`src/rtl/identificador_compuerta_pkg.sv`:
```
// Shared definitions for the gate identifier: FSM states, gate codes and the
// reference truth tables of the seven basic gates (bit index = {A,B}).
package identificador_pkg;

  typedef enum logic [2:0] {
    IDLE        = 3'd0,
    APLICAR     = 3'd1,
    MUESTRA1    = 3'd2,
    MUESTRA2    = 3'd3,
    DECODIFICAR = 3'd4
  } estado_t;

  localparam logic [2:0] COD_DESCONOCIDO = 3'd0;
  localparam logic [2:0] COD_NOT_A       = 3'd1;
  localparam logic [2:0] COD_AND         = 3'd2;
  localparam logic [2:0] COD_OR          = 3'd3;
  localparam logic [2:0] COD_XOR         = 3'd4;
  localparam logic [2:0] COD_NAND        = 3'd5;
  localparam logic [2:0] COD_NOR         = 3'd6;
  localparam logic [2:0] COD_XNOR        = 3'd7;

  localparam logic [3:0] TT_NOT_A = 4'b0011;
  localparam logic [3:0] TT_AND   = 4'b1000;
  localparam logic [3:0] TT_OR    = 4'b1110;
  localparam logic [3:0] TT_XOR   = 4'b0110;
  localparam logic [3:0] TT_NAND  = 4'b0111;
  localparam logic [3:0] TT_NOR   = 4'b0001;
  localparam logic [3:0] TT_XNOR  = 4'b1001;

  localparam logic [1:0] IDX_ULTIMO = 2'd3;

endpackage

```
`src/rtl/identificador_compuerta_if.sv`:
```
// Bundle between the gate identifier (master) and the gate/controller side (slave).
// Start/done contract: inicio is taken only on a clock edge where ocupado=0; each
// accepted start produces exactly one one-cycle valido pulse, after which tabla,
// codigo and inestable stay stable until the next accepted start.
interface identificador_compuerta_if;
  logic       inicio;
  logic       ocupado;
  logic       sal_A;
  logic       sal_B;
  logic       entrada_muestra;
  logic [3:0] tabla;
  logic [2:0] codigo;
  logic       valido;
  logic       inestable;

  modport master (
    input  inicio,
    input  entrada_muestra,
    output ocupado,
    output sal_A,
    output sal_B,
    output tabla,
    output codigo,
    output valido,
    output inestable
  );

  modport slave (
    output inicio,
    output entrada_muestra,
    input  ocupado,
    input  sal_A,
    input  sal_B,
    input  tabla,
    input  codigo,
    input  valido,
    input  inestable
  );
endinterface

```
`src/rtl/identificador_compuerta_decodificador_tabla.sv`:
```
// Combinational truth-table decoder: maps a captured 4-bit table to a gate code,
// returning COD_DESCONOCIDO for any pattern that is not one of the seven gates.
module decodificador_tabla
  import identificador_pkg::*;
(
  input  logic [3:0] i_tabla,
  output logic [2:0] o_codigo
);

  always_comb begin
    o_codigo = COD_DESCONOCIDO;
    case (i_tabla)
      TT_NOT_A: o_codigo = COD_NOT_A;
      TT_AND:   o_codigo = COD_AND;
      TT_OR:    o_codigo = COD_OR;
      TT_XOR:   o_codigo = COD_XOR;
      TT_NAND:  o_codigo = COD_NAND;
      TT_NOR:   o_codigo = COD_NOR;
      TT_XNOR:  o_codigo = COD_XNOR;
      default:  o_codigo = COD_DESCONOCIDO;
    endcase
  end

endmodule

```
`src/rtl/identificador_compuerta.sv`:
```
// Sequential gate identifier: walks AB through 00..11, double-samples the gate
// output for each combination and decodes the resulting truth table.
module identificador_compuerta
  import identificador_pkg::*;
#(
  parameter int SETTLE_CYCLES = 2
) (
  input  logic                          clk,
  input  logic                          rst_n,
  identificador_compuerta_if.master     bus,
  output estado_t                       o_estado
);

  localparam int CW = $clog2(SETTLE_CYCLES + 1);
  localparam logic [CW-1:0] CNT_CARGA = CW'(SETTLE_CYCLES);
  localparam logic [CW-1:0] CNT_UNO   = CW'(1);

  estado_t       r_estado;
  estado_t       w_estado_sig;
  logic [1:0]    r_idx;
  logic [CW-1:0] r_cnt;
  logic          r_s1;
  logic [3:0]    r_tabla;
  logic [2:0]    r_codigo;
  logic          r_valido;
  logic          r_inestable;
  logic [2:0]    w_codigo_dec;
  logic          w_conducir;

  decodificador_tabla u_decodificador (
    .i_tabla  (r_tabla),
    .o_codigo (w_codigo_dec)
  );

  always_ff @(posedge clk or negedge rst_n) begin
    if (!rst_n) begin
      r_estado <= IDLE;
    end else begin
      r_estado <= w_estado_sig;
    end
  end

  always_comb begin
    w_estado_sig = r_estado;
    case (r_estado)
      IDLE:        if (bus.inicio) w_estado_sig = APLICAR;
      APLICAR:     if (r_cnt == CNT_UNO) w_estado_sig = MUESTRA1;
      MUESTRA1:    w_estado_sig = MUESTRA2;
      MUESTRA2:    w_estado_sig = (r_idx == IDX_ULTIMO) ? DECODIFICAR : APLICAR;
      DECODIFICAR: w_estado_sig = IDLE;
      default:     w_estado_sig = IDLE;
    endcase
  end

  // The counter is reloaded on every entry to APLICAR, so it only counts down there.
  always_ff @(posedge clk or negedge rst_n) begin
    if (!rst_n) begin
      r_idx       <= '0;
      r_cnt       <= '0;
      r_s1        <= 1'b0;
      r_tabla     <= '0;
      r_codigo    <= '0;
      r_valido    <= 1'b0;
      r_inestable <= 1'b0;
    end else begin
      r_valido <= 1'b0;
      case (r_estado)
        IDLE: begin
          if (bus.inicio) begin
            r_idx       <= '0;
            r_cnt       <= CNT_CARGA;
            r_tabla     <= '0;
            r_codigo    <= '0;
            r_inestable <= 1'b0;
          end
        end
        APLICAR: begin
          if (r_cnt != CNT_UNO) r_cnt <= r_cnt - CNT_UNO;
        end
        MUESTRA1: begin
          r_s1           <= bus.entrada_muestra;
          r_tabla[r_idx] <= bus.entrada_muestra;
        end
        MUESTRA2: begin
          if (bus.entrada_muestra != r_s1) r_inestable <= 1'b1;
          if (r_idx != IDX_ULTIMO) begin
            r_idx <= r_idx + 2'd1;
            r_cnt <= CNT_CARGA;
          end
        end
        DECODIFICAR: begin
          r_codigo <= r_inestable ? COD_DESCONOCIDO : w_codigo_dec;
          r_valido <= 1'b1;
        end
        default: begin
          r_valido <= 1'b0;
        end
      endcase
    end
  end

  // Gate inputs are driven only while a combination is being applied or sampled.
  assign w_conducir = (r_estado == APLICAR) || (r_estado == MUESTRA1) ||
                      (r_estado == MUESTRA2);

  assign bus.ocupado   = (r_estado != IDLE);
  assign bus.sal_A     = w_conducir & r_idx[1];
  assign bus.sal_B     = w_conducir & r_idx[0];
  assign bus.tabla     = r_tabla;
  assign bus.codigo    = r_codigo;
  assign bus.valido    = r_valido;
  assign bus.inestable = r_inestable;
  assign o_estado      = r_estado;

endmodule

```
`src/flat_wrapper.sv`:
```
// flat-port wrapper written by rule: the top's interface ports become plain ports
module identificador_compuerta_flat import identificador_pkg::*;
#(
  parameter int SETTLE_CYCLES = 2
)
  (clk, rst_n, o_estado, bus_inicio, bus_entrada_muestra, bus_ocupado, bus_sal_A, bus_sal_B, bus_tabla, bus_codigo, bus_valido, bus_inestable);
  identificador_compuerta_if bus_i ();
  input  logic clk;
  input  logic rst_n;
  output estado_t o_estado;
  input wire logic [$bits(bus_i.inicio)-1:0] bus_inicio;
  input wire logic [$bits(bus_i.entrada_muestra)-1:0] bus_entrada_muestra;
  output wire logic [$bits(bus_i.ocupado)-1:0] bus_ocupado;
  output wire logic [$bits(bus_i.sal_A)-1:0] bus_sal_A;
  output wire logic [$bits(bus_i.sal_B)-1:0] bus_sal_B;
  output wire logic [$bits(bus_i.tabla)-1:0] bus_tabla;
  output wire logic [$bits(bus_i.codigo)-1:0] bus_codigo;
  output wire logic [$bits(bus_i.valido)-1:0] bus_valido;
  output wire logic [$bits(bus_i.inestable)-1:0] bus_inestable;
  assign bus_i.inicio = bus_inicio;
  assign bus_i.entrada_muestra = bus_entrada_muestra;
  assign bus_ocupado = bus_i.ocupado;
  assign bus_sal_A = bus_i.sal_A;
  assign bus_sal_B = bus_i.sal_B;
  assign bus_tabla = bus_i.tabla;
  assign bus_codigo = bus_i.codigo;
  assign bus_valido = bus_i.valido;
  assign bus_inestable = bus_i.inestable;
  identificador_compuerta #(.SETTLE_CYCLES(SETTLE_CYCLES)) u_core (.clk(clk), .rst_n(rst_n), .bus(bus_i), .o_estado(o_estado));
endmodule
```
`config.mk`:
```
export PLATFORM = sky130hd
export DESIGN_NAME = identificador_compuerta_flat
export DESIGN_NICKNAME = d
export VERILOG_FILES = /design/src/rtl/identificador_compuerta_pkg.sv /design/src/rtl/identificador_compuerta_if.sv /design/src/rtl/identificador_compuerta_decodificador_tabla.sv /design/src/rtl/identificador_compuerta.sv /design/src/flat_wrapper.sv
export SDC_FILE = /design/constraint.sdc
export NUM_CORES = 1
export LEC_CHECK = 0
export ABC_AREA = 1
export BUFFER_PORTS_ARGS = -buffer_cell sky130_fd_sc_hd__buf_2
export CORE_MARGIN = 8
export CORE_UTILIZATION = 45
export DETAILED_ROUTE_END_ITERATION = 12
export HOLD_SLACK_MARGIN = 0.02
export PLACE_DENSITY = 0.67
export REMOVE_ABC_BUFFERS = 1
export SYNTH_ARGS = -nofsm -noshare
export SYNTH_HDL_FRONTEND = slang
export SYNTH_HIERARCHICAL = 1
export SYNTH_SLANG_ARGS = --single-unit
```
`constraint.sdc`:
```
create_clock -name clk -period 1.3 [get_ports clk]
set_input_delay 0.26 -clock clk [delete_from_list [all_inputs] [get_ports clk]]
set_output_delay 0.26 -clock clk [all_outputs]
set_load 0.05 [all_outputs]
```
==> results of run 1 <==
## Yosys cell counts
cell | count | area, um^2
nand2_1 | 37 | 139
nor3_4 | 1 | 16.3
dfrtp_1 | 17 | 425
nand3_1 | 14 | 70.1
inv_1 | 15 | 56.3
nand3_2 | 5 | 50.1
nor3_1 | 2 | 10.0
inv_2 | 4 | 15.0
nand4_1 | 2 | 12.5
a21oi_1 | 1 | 5.00
o21ba_2 | 1 | 10.0
o21bai_1 | 1 | 7.51
o21ai_1 | 1 | 5.00
nor2_4 | 1 | 11.3
ha_1 | 5 | 62.6
nor2_2 | 3 | 18.8
nor2_1 | 5 | 18.8
a22oi_1 | 1 | 7.51
o21ai_0 | 4 | 20.0
## flip-flops by register name (all words and copies together), names as in the netlist
| signal | flops |
|---|---|
| u_core/r_s1 | 1 |
| u_core/r_cnt | 2 |
| u_core/o_estado | 3 |
| u_core/bus.codigo | 3 |
| u_core/bus.tabla | 4 |
| u_core/bus.inestable | 1 |
| u_core/bus.valido | 1 |
| u_core/r_idx | 2 |
## layer usage
| metal | GRT usage | vias up |
|---|---|---|
| met3 | 0.0394 | 2 |
| met2 | 0.194 | 20 |
| li1 | - | 448 |
| met4 | 0.0525 | 0 |
| met5 | 0 | - |
| met1 | 0.133 | 433 |
## stage by stage
stage,area [um^2],power (uW),setup slack [ps]
after floorplan,961,1780,-924
after global placement,1110,2090,98.4
after detailed placement,1110,2120,76.8
after CTS,1250,2680,-130
after global routing,1300,3010,-185
final,1300,2800,-119
## cell families after synthesis
| logic type | synth area share |
|---|---|
| adders and majority gates | 0.0651 |
| buffers and inverters | 0.0742 |
| DFF | 0.443 |
| AOI/OAI and AO/OA | 0.0573 |
| and+or+nand+nor | 0.361 |
## layout make-up
class,instances,area share
Clock buffer,4,0.0203
Sequential cell,17,0.330
Timing Repair Buffer,26,0.164
Inverter,19,0.0608
Tap cell,27,0.0260
Multi-Input combinational cell,84,0.399
## worst max-delay path, stage by stage (launching register included)
cell and delay [ps]:
dfrtp_2 460, nor3_2 220, buf_6 190
## power breakdown
part           leakage [uW]  total, uW  internal, uW  switching [uW]
Sequential         0.000223        764           656             107
Combinational      0.000458       1750           654            1100
Clock             0.0000150        281           119             162
Total              0.000696       2800          1430            1370
## repair_timing
action,CTS,global route
setup endpoints to repair,7,19
pin swaps,1,2
hold endpoints to repair,17,0
hold buffers,1,0
setup buffers,4,0
resized for setup,23,16
## final timing paths
kind	to	startpoint	slack [ps]	cells after the start
max	bus_sal_A	u_core/o_estado[2]	-120	2
min	u_core/bus.tabla[0]	bus_entrada_muestra	200	3
max reg2reg	u_core/r_idx[1]	u_core/o_estado[1]	0	7
min reg2reg	u_core/bus.codigo[0]	u_core/bus.codigo[0]	470	2
max in group asynchronous	u_core/bus.tabla[1]	rst_n	580	2
min in group asynchronous	u_core/r_idx[0]	rst_n	420	2
==> reports/metrics.yaml, run 1 <==
drt:
  via_per_inst: 5.10
  vias: 903
  wl_met3_um: 138
  dr.max_layer_used: "met4"
  first_pass_iters: 4
  wl_um: 2230
  wl_per_cell_um: 12.6
  antenna_left: 0
  drc_errors: 0
  drtIter0Drc: 18
  wl_met1_um: 999
  wl_met2_um: 1070
cts:
  cts_buffers: 3
  htree_levels: 1
  cts_buffer_depth: 2
  cts_tree: "built"
  root_buffer: "clkbuf_4"
  clk_latency_ps: 290
  cts.sinks: 17
  cts.clk_slew.worst_paths_ps: 100
placed_design:
  gp_congestion: 0.775
  hpwl_um: 1630
  numPortBuffers: 18
  numPlacedInstances: 168
layout:
  area_delta_synth_final_pct: 35.0
  post_route_cells_drive_above_1_share: 0.360
  final_common_cell: "nand2_1"
  multi_input_area_um2: 518
  regArea_um2: 428
  layout_common_cells: "nand2_1, dfrtp_1, inv_1, nand3_1, buf_2"
  diodes: 0
  nFillCells: 160
  post-route-util: 0.655
  num-nets-final: 160
  layout.cells.non_filler: 177
logic_synthesis:
  syn_inst: 120
  ys_seq_elements: 17
  ys_seq_area_frac: 0.443
  synth_warnings: 6
  synth_cell_type_count: 19
  synth_area_per_cell_um2: 8.01
  syn-cell-area_um2: 961
sta:
  fin_skew_ps: 3.13
  slew_headroom: 0.735
  rsz0062_at_grt: "yes"
  hold_viol: 0
  fin_hold_ws_ps: 203
  setup_tns_ps: -368
  maxSlewViolCount: 0
  setup_violations: 4
  worst_slew_pin_slew_ps: 398
  setup_ws_ps: -119
  max_freq_mhz: 704
  fin_crit_sh: 1.09
  period_needed_ps: 1420
power:
  p_leak_uw: 0.000696
  powerDensity_nw_per_um2: 2150
  vdd_drop_max_uv: 1520
global_route:
  grt-ovfl-total: 0
  grt_usage: 0.117
  grt_max_degree: 18
  antenna_found_initial: 0
  grt_pass1_wl_um: 3820
  grt_pass1_vias: 890
die:
  die_area_um2: 3870
  pin_count: 19
  placementRows: 16
  fp.dieH_um: 62.2
  coreArea_um2: 1980
  die_x_um: 62.2
  start_util: 0.485
worst_setup_path:
  worstPathArrival_ps: 1160
  crit_path_start_kind: "register"
  critPathMaxFanout: 4
  cp-end-kind: "primary output"
  worstPathRequired_ps: 1040
  path_class: "register to primary output"
hold_path:
  hold_class: "input pin to register"
outcome:
  violations: "negative setup slack"
  status: "complete, but fails checks"
job:
  max_cap_violations: 0
Power figures use the tool's default switching activity.
==> run 2: changes to the inputs <==
Settings changed: PLACE_DENSITY 0.67 to not set, PLACE_DENSITY_LB_ADDON set to 0.12.
==> run 2 against run 1 <==
Effect of this change:
- the run still ends with negative setup slack left
- core utilization increased by 2.0 points
- clock skew decreased by 1.5 ps
- via count increased by 2.7%
- register-to-register slack improved by 40 ps
- combinational power increased by 7%
- final cell count increased by 1.7%
- power increased by 4.6%
- die area unchanged
- worst setup slack got worse by 8.1 ps
- sequential share of layout area decreased by 1.1 points
- non-clock buffer count increased by 3
- critical endpoint is now bus_sal_B
- largest power group unchanged
- highest routed layer unchanged
==> reports/metrics.yaml, run 2 (synthesis gave the netlist of run 1 again) <==
cts:
  root_buffer: "clkbuf_4"  # unchanged
  cts.sinks: 17  # unchanged
  htree_levels: 1  # unchanged
  cts_buffer_depth: 2  # unchanged
  cts_buffers: 3  # unchanged
  cts_tree: "built"  # unchanged
  cts.clk_slew.worst_paths_ps: 100  # about the same
  clk_latency_ps: 280  # was 290 ps
worst_setup_path:
  worstPathRequired_ps: 1040  # about the same
  cp-end-kind: "primary output"  # unchanged
  critPathMaxFanout: 6  # was 4
  cp_top_family: "flip-flops"  # unchanged
  r2r_slack_ps: 40  # was 0 ps
  crit_path_start_kind: "register"  # unchanged
  worstPathCellList: "nor3_2 > buf_6"  # unchanged
  rr_worst_depth: 7  # unchanged
  critPathBufInv: 1  # unchanged
  critical_path_depth: 2  # unchanged
  slowest_delay_ps: 470  # was 460 ps
  critPathSlowestCell: "dfrtp_2"  # unchanged
  worstPathArrival_ps: 1170  # was 1160 ps
  path_class: "register to primary output"  # unchanged
drt:
  wl_um: 2440  # was 2230 um
  vias: 927  # was 903
  via_per_inst: 5.15  # was 5.10
  wl_per_cell_um: 13.6  # was 12.6 um
  antenna_left: 0  # unchanged
  first_pass_iters: 4  # unchanged
  drtIter0Drc: 17  # was 18
  drc_errors: 0  # unchanged
layout:
  largest_register_ffs: 4  # unchanged
  finalInstanceArea_um2: 1340  # was 1300 um^2
  post_route_cells_drive_above_1_share: 0.392  # was 0.360
  num-nets-final: 163  # was 160
  diodes: 0  # unchanged
  nFillCells: 161  # was 160
  final_common_cell: "nand2_1"  # unchanged
  area_delta_synth_final_pct: 39.1  # was 35.0%
  layout_common_cells: "nand2_1, dfrtp_1, inv_1, nand3_1"  # was nand2_1, dfrtp_1, inv_1, nand3_1, buf_2
hold_path:
  hold_depth: 3  # unchanged
  hold_class: "input pin to register"  # unchanged
sta:
  slew_headroom: 0.744  # was 0.735
  rsz0062_at_grt: "yes"  # unchanged
  setup_violations: 3  # was 4
  hold_viol: 0  # unchanged
  max_freq_mhz: 700  # was 704 MHz
  period_needed_ps: 1430  # was 1420 ps
  fin_skew_ps: 1.62  # was 3.13 ps
  fin_crit_sh: 1.10  # was 1.09
  setup_ws_ps: -128  # was -119 ps
  worst_slew_pin_slew_ps: 384  # was 398 ps
  fin_hold_ws_ps: 198  # was 203 ps
  maxSlewViolCount: 0  # unchanged
global_route:
  grt_pass1_vias: 923  # was 890
  grt-ovfl-total: 0  # unchanged
  antenna_found_initial: 0  # unchanged
  grt_max_degree: 18  # unchanged
  grt_usage: 0.117  # unchanged
  grt_pass1_wl_um: 3840  # was 3820 um
outcome:
  status: "complete, but fails checks"  # unchanged
  violations: "negative setup slack"  # unchanged
die:
  die_x_um: 62.2  # unchanged
  start_util: 0.485  # unchanged
  pin_count: 19  # unchanged
  fp.dieH_um: 62.2  # unchanged
  die_area_um2: 3870  # unchanged
  coreArea_um2: 1980  # unchanged
  placementRows: 16  # unchanged
placed_design:
  numPortBuffers: 18  # unchanged
  gp_congestion: 0.771  # was 0.775
  hpwl_um: 1630  # about the same
  place_area_um2: 1100  # was 1110 um^2
  pre_cts_slack_ps: 63.1  # was 76.8 ps
power:
  vdd_drop_max_uv: 2050  # was 1520 uV
  p_leak_uw: 0.000718  # was 0.000696 uW
  powerDensity_nw_per_um2: 2190  # was 2150 nW/um^2
job:
  max_cap_violations: 0  # unchanged
-- run 2: path summary, 6_finish.rpt --
path | start | end
max | u_core/o_estado[2] | bus_sal_B
min | bus_entrada_muestra | u_core/bus.tabla[0]
max reg2reg | u_core/o_estado[0] | u_core/r_cnt[1]
min reg2reg | u_core/bus.codigo[1] | u_core/bus.codigo[1]
max in group asynchronous | rst_n | u_core/o_estado[2]
min in group asynchronous | rst_n | u_core/r_idx[0]
-- run 2: area by class of cell --
type / count / area, um^2 / share of cell area
multi-input combinational: 84 / 538 / 0.403
timing repair buffer: 29 / 229 / 0.171
tap: 27 / 33.8 / 0.0253
clock buffer: 3 / 22.5 / 0.0169
inverter: 19 / 81.3 / 0.0609
clock inverter: 1 / 5.00 / 0.00375
sequential: 17 / 427 / 0.319
-- run 2: tightest hold or removal path, cell delays in order --
cell and delay [ps]:
buf_2 90, o21ai_1 60, inv_1 40
-- run 2: what timing repair did --
item,4_1_cts,5_1_grt
gates resized for setup,20,22
hold buffers,1,0
gates cloned,0,0
endpoints found under the setup margin,8,19
buffers inserted,5,4
pin swaps,1,7
endpoints found under the hold margin,17,0
-- run 2: power by group --
group	internal, uW	switching (uW)
clock network	114	162
registers	655	113
logic	713	1170
total	1480	1440
-- run 2: metal layers --
| metal | up-vias | track usage | part of all wire |
|---|---|---|---|
| met5 | - | 0 | 0 |
| met4 | 0 | 0.0437 | 0.0049 |
| met3 | 2 | 0.0323 | 0.038 |
| met2 | 17 | 0.204 | 0.50 |
| met1 | 447 | 0.132 | 0.45 |
| li1 | 461 | - | - |
-- run 2: stage by stage --
step	instances	TNS, ps	utilization	power [uW]
finish	180	-358	0.674	2920
detailed placement	167	0	0.555	2110
global placement	167	0	0.555	2090
global route	180	-854	0.674	3090
CTS	177	-385	0.626	2640
floorplan	120	-3550	-	1780
